<file path="src/rtl/mem_port_arbiter.sv">
// Purpose: shares one single-ported memory between instruction fetch and load/store.
// Latency: grant registered in IDLE, mem_en 1 cycle later, done MEM_LAT cycles after mem_en.
// Backpressure: requesters hold req until done; the port serves one access at a time.
//
// Ports:
//   clk, reset                      clock, synchronous active-high reset
//   if_req/if_addr                  fetch request and address (held until if_done)
//   if_gnt/if_done/if_rdata         fetch ownership, completion pulse, read word
//   d_req/d_we/d_addr/d_wdata       data request, store flag, address, store data
//   d_gnt/d_done/d_rdata            data ownership, completion pulse, load word
//   addr_sel                        address mux select (0 = if_addr, 1 = d_addr)
//   mem_en/mem_we/mem_addr/mem_wdata memory strobe, write enable, address, write data
//   mem_rdata                       memory read data, valid MEM_LAT cycles after mem_en
module mem_port_arbiter #(
  parameter int MEM_LAT    = 2,
  parameter int STARVE_MAX = 4
) (
  input  logic        clk,
  input  logic        reset,
  input  logic        if_req,
  input  logic [31:0] if_addr,
  output logic        if_gnt,
  output logic        if_done,
  output logic [31:0] if_rdata,
  input  logic        d_req,
  input  logic        d_we,
  input  logic [31:0] d_addr,
  input  logic [31:0] d_wdata,
  output logic        d_gnt,
  output logic        d_done,
  output logic [31:0] d_rdata,
  output logic        addr_sel,
  output logic        mem_en,
  output logic        mem_we,
  output logic [31:0] mem_addr,
  output logic [31:0] mem_wdata,
  input  logic [31:0] mem_rdata
);

  localparam int CW = (MEM_LAT > 1) ? $clog2(MEM_LAT) : 1;
  localparam int SW = $clog2(STARVE_MAX + 1);
  localparam logic [CW-1:0] CNT_INIT   = CW'(MEM_LAT - 1);
  localparam logic [SW-1:0] STREAK_MAX = SW'(STARVE_MAX);

  typedef enum logic [1:0] {IDLE, BUSY, RESP} state_t;

  state_t        state, state_nxt;
  logic          d_own, d_own_nxt;      // 1 = data stage owns the current access
  logic          own_we, own_we_nxt;    // store flag captured at grant time
  logic [CW-1:0] cnt, cnt_nxt;          // BUSY down-counter
  logic [SW-1:0] streak, streak_nxt;    // consecutive data grants while fetch waited

  always_ff @(posedge clk) begin
    if (reset) begin
      state  <= IDLE;
      d_own  <= 1'b0;
      own_we <= 1'b0;
      cnt    <= '0;
      streak <= '0;
    end else begin
      state  <= state_nxt;
      d_own  <= d_own_nxt;
      own_we <= own_we_nxt;
      cnt    <= cnt_nxt;
      streak <= streak_nxt;
    end
  end

  always_comb begin
    state_nxt  = state;
    d_own_nxt  = d_own;
    own_we_nxt = own_we;
    cnt_nxt    = cnt;
    streak_nxt = streak;
    case (state)
      IDLE: begin
        if (if_req || d_req) begin
          state_nxt = BUSY;
          cnt_nxt   = CNT_INIT;
          // Data normally wins; fetch is forced once it has waited STARVE_MAX grants.
          if (d_req && !(if_req && streak == STREAK_MAX)) begin
            d_own_nxt  = 1'b1;
            own_we_nxt = d_we;
            // Data can only win with if_req high while streak < STREAK_MAX,
            // so the increment never passes the saturation value.
            if (if_req) streak_nxt = streak + 1'b1;
            else        streak_nxt = '0;
          end else begin
            d_own_nxt  = 1'b0;
            own_we_nxt = 1'b0;
            streak_nxt = '0;
          end
        end
      end
      BUSY: begin
        if (cnt == '0) state_nxt = RESP;
        else           cnt_nxt   = cnt - 1'b1;
      end
      RESP:    state_nxt = IDLE;
      default: state_nxt = IDLE;
    endcase
  end

  logic active;
  logic resp;
  assign active = (state != IDLE);
  assign resp   = (state == RESP);

  // addr_sel tracks the last owner so the mux is stable through BUSY and RESP.
  assign addr_sel  = d_own;
  assign if_gnt    = active && !d_own;
  assign d_gnt     = active && d_own;
  // The counter holds its load value only in the first BUSY cycle.
  assign mem_en    = (state == BUSY) && (cnt == CNT_INIT);
  assign mem_we    = mem_en && d_own && own_we;
  assign mem_addr  = d_own ? d_addr : if_addr;
  assign mem_wdata = d_gnt ? d_wdata : 32'h0;
  assign if_done   = resp && !d_own;
  assign d_done    = resp && d_own;
  assign if_rdata  = if_done ? mem_rdata : 32'h0;
  assign d_rdata   = (d_done && !own_we) ? mem_rdata : 32'h0;

endmodule

</file>
<file path="config.mk">
export PLATFORM = sky130hd
export DESIGN_NAME = mem_port_arbiter
export DESIGN_NICKNAME = d
export VERILOG_FILES = /design/src/rtl/mem_port_arbiter.sv
export SDC_FILE = /design/constraint.sdc
export NUM_CORES = 1
export LEC_CHECK = 0
export CAP_MARGIN = 20
export CORE_AREA = 3 3 101 103
export CTS_BUF_LIST = sky130_fd_sc_hd__clkbuf_4
export DETAILED_ROUTE_END_ITERATION = 7
export DIE_AREA = 0 0 104 106
export PLACE_DENSITY = 0.72
export REMOVE_ABC_BUFFERS = 1
export SETUP_SLACK_MARGIN = 0.3
export SLEW_MARGIN = 20
export SYNTH_ARGS = -nofsm -noshare
export SYNTH_HDL_FRONTEND = slang
export SYNTH_SLANG_ARGS = --single-unit
</file>
<file path="constraint.sdc">
create_clock -name clk -period 1.95 [get_ports clk]
set_clock_uncertainty 0.1 [all_clocks]
set_input_delay 0.39 -clock clk [delete_from_list [all_inputs] [get_ports clk]]
set_output_delay 0.39 -clock clk [all_outputs]
set_load 0.01 [all_outputs]
</file>
==> results.yml <==
run_status:
  status: "finished, violations left"
  violations: "setup timing"
final_layout:
  drive_gt1_share_pct: 61.7
  syn_to_final_growth_pct: 274
  final_nets: 641
  antenna_cells: 0
  postLayoutCellArea_um2: 5490
power_and_ir_drop:
  p_leak_nw: 2.49
  power.density_nw_per_um2: 286
  vdd_ir_drop_max_mv: 0.190
  clkPwrFrac_pct: 8.2
  power.share.sequential_pct: 12.1
  p_sw_mw: 0.494
  p_comb_share_pct: 79.7
  swShare_pct: 31.5
  internal_power_mw: 1.07
critical_path:
  regToRegEndpoint: "streak[0]"
  crit_path_start_kind: "flip-flop"
  arrival_ns: 1.56
  worstSetupPathType: "reg2out"
  path_max_fanout: 7
  r2r_slack_ns: 0.33
  cp-startpoint: "addr_sel"
  worstSetupEndpointType: "output port"
  r2r_start: "state[1]"
  r2r_cells: 7
  cp.required_ns: 1.46
clock_network:
  cts_tree: "built"
  cts-buffers-inserted: 3
  htree_levels: 1
  clock_latency_ns: 0.26
  cts_root_buffer: "clkbuf_4"
  clk_path_buf_depth: 2
  cts.sinks: 8
  clk_pin_slew_ns: 0.05
sta:
  rsz0062_at_grt: "yes"
  timing.fmax_ghz: 0.487
  slew_violations: 0
  min_period_ns: 2.05
  setup_viol: 82
  tightest_slew_ns: 0.537
  slew_headroom_pct: 64.1
  setup_ws_ns: -0.102
  whs_ns: 0.357
  hold_viol: 0
  period_share_pct: 105
floorplan:
  core_area_um2: 9280
  fp-row-count: 35
  io-pin-count: 268
  initial_core_util_pct: 15.8
  die_h_um: 106
  die-width_um: 104
  dieArea_um2: 11000
min_path:
  holdCritStartpoint: "cnt"
  hold_path.class: "reg2reg"
  hold_end: "state[1]"
  hold_depth: 1
yosys:
  synth_ff_type: "dfxtp_1"
  synth.distinct_cells: 26
  yosysTopAreaCell: "and2_1"
  synth_edf_count: 0
  synth_seq_cells: 8
  ys_async_sr_fraction_pct: 0
  synth_area_leaders: "and2_1 (28%), mux2_2 (25%), and3_1 (14%)"
  synth_common_cells: "and2_1 (65), and3_1 (33), mux2_2 (32), buf_2 (11), dfxtp_1 (8)"
  ys_warn_count: 0
  synth_most_common_cell: "and2_1"
  netlist_instances: 197
  syn_area_per_cell_um2: 7.46
  synth_top_area_share_pct: 27.7
  syn_area_um2: 1470
  ys_seq_area_share_pct: 10.9
grt:
  grt_pass1_wl_um: 15200
  grt_pass1_vias: 2755
  track_usage_pct: 17.2
  grt_max_degree: 35
  overflow: 0
  antenna_found_initial: 0
flow_run:
  cap_violations: 0
routing:
  viasPerCell: 4.29
  drt_iter0_markers: 64
  num_vias: 2716
  drc: 0
  ant_nets: 0
  routed_wl_um: 11200
  drt-wirelength-per-cell_um: 17.7
  drt_pre_antenna_iters: 4
placement:
  place_ws_ns: -0.155
  dp_hpwl_um: 7540
  place_area_um2: 4340
  gp_congestion: 0.802
  io_buffers: 267
==> kinds of logic after synthesis <==
kind of cell | Yosys count | share of synthesized area [%]
simple gates | 119 | 50.8
mux | 32 | 24.5
buf+inv | 23 | 7.58
compound gates | 13 | 4.51
flops | 8 | 10.9
fa+ha+maj | 2 | 1.70
==> state kept, by name, indices dropped and copies added (netlist names) <==
signal    flops
own_we        1
addr_sel      1
cnt           1
state         2
streak        3
==> through the flow <==
| stage | utilization (%) | setup TNS (ns) | power [mW] | std cells |
|---|---|---|---|---|
| after floorplan | - | -79.01 | 0.454 | 178 |
| after global placement | 46.8 | -9.68 | 1.05 | 585 |
| after detailed placement | 46.8 | -11.04 | 1.06 | 585 |
| after CTS | 49.3 | -4.48 | 1.36 | 619 |
| after global routing | 59.1 | -10.58 | 1.65 | 633 |
| final | 59.1 | -3.92 | 1.57 | 633 |
==> routing by layer <==
layer	vias to the layer above	routed length (um)	GRT usage (%)
met4	0	162	4.65
met1	1242	3910	17.0
met2	171	6270	34.4
met3	14	879	5.34
li1	1289	-	-
met5	-	0	0
==> critical path, stage by stage, from the launching register on <==
cell	delay [ns]
dfxtp_4	0.37
buf_6	0.12
nor3b_4	0.18
buf_6	0.16
buf_16	0.12
buf_6	0.09
and2_1	0.12
buf_2	0.13
==> layout make-up <==
type	instances	area, um2
fillers	803	3790
well taps	129	161
clock buffers	3	22.5
flip-flops and latches	8	169
repair buffers	323	3540
inverters	4	15.0
multi-input cells	166	1590
==> cell usage in the layout (no fill, tap or decap), types with 2 or more instances in the layout <==
| cell | n |
|---|---|
| clkdlybuf4s15_2 | 4 |
| dlygate4sd2_1 | 11 |
| and3_1 | 2 |
| and2_4 | 49 |
| dfxtp_4 | 2 |
| buf_4 | 12 |
| clkdlybuf4s50_1 | 132 |
| nor2_1 | 3 |
| a21oi_1 | 4 |
| ha_1 | 2 |
| mux2_2 | 14 |
| buf_16 | 7 |
| a21oi_2 | 2 |
| and3_4 | 31 |
| dfxtp_1 | 5 |
| buf_2 | 17 |
| nand3_1 | 5 |
| and2_1 | 16 |
| clkbuf_4 | 3 |
| buf_12 | 6 |
| o21ai_1 | 2 |
| inv_1 | 3 |
| buf_6 | 129 |
| mux2_4 | 18 |
| o21ai_2 | 3 |
| clkbuf_16 | 4 |
| nand2_1 | 2 |
==> power by group through the flow <==
stage,registers (mW),logic [mW],clock network [mW]
2_1_floorplan,0.213,0.241,0
3_5_place_dp,0.190,0.868,0
3_3_place_gp,0.189,0.859,0
4_1_cts,0.190,1.03,0.132
5_1_grt,0.192,1.32,0.144
6_report,0.190,1.25,0.129
==> timing repair <==
action | CTS | global route
gates cloned | 8 | 4
gates resized for setup | 566 | 199
setup buffers | 23 | 10
hold buffers | 0 | 0
endpoints found under the setup margin | 135 | 139
pin swaps | 22 | 54
==> worst max path at each step <==
stage,end,slack [ns],cells after the start
floorplan,d_rdata[0],-0.91,3
global placement,mem_wdata[13],-0.17,3
detailed placement,mem_wdata[13],-0.16,3
CTS,mem_addr[25],-0.11,4
global route,if_rdata[10],-0.20,7
finish,if_rdata[10],-0.10,7
Power figures use the tool's default switching activity.
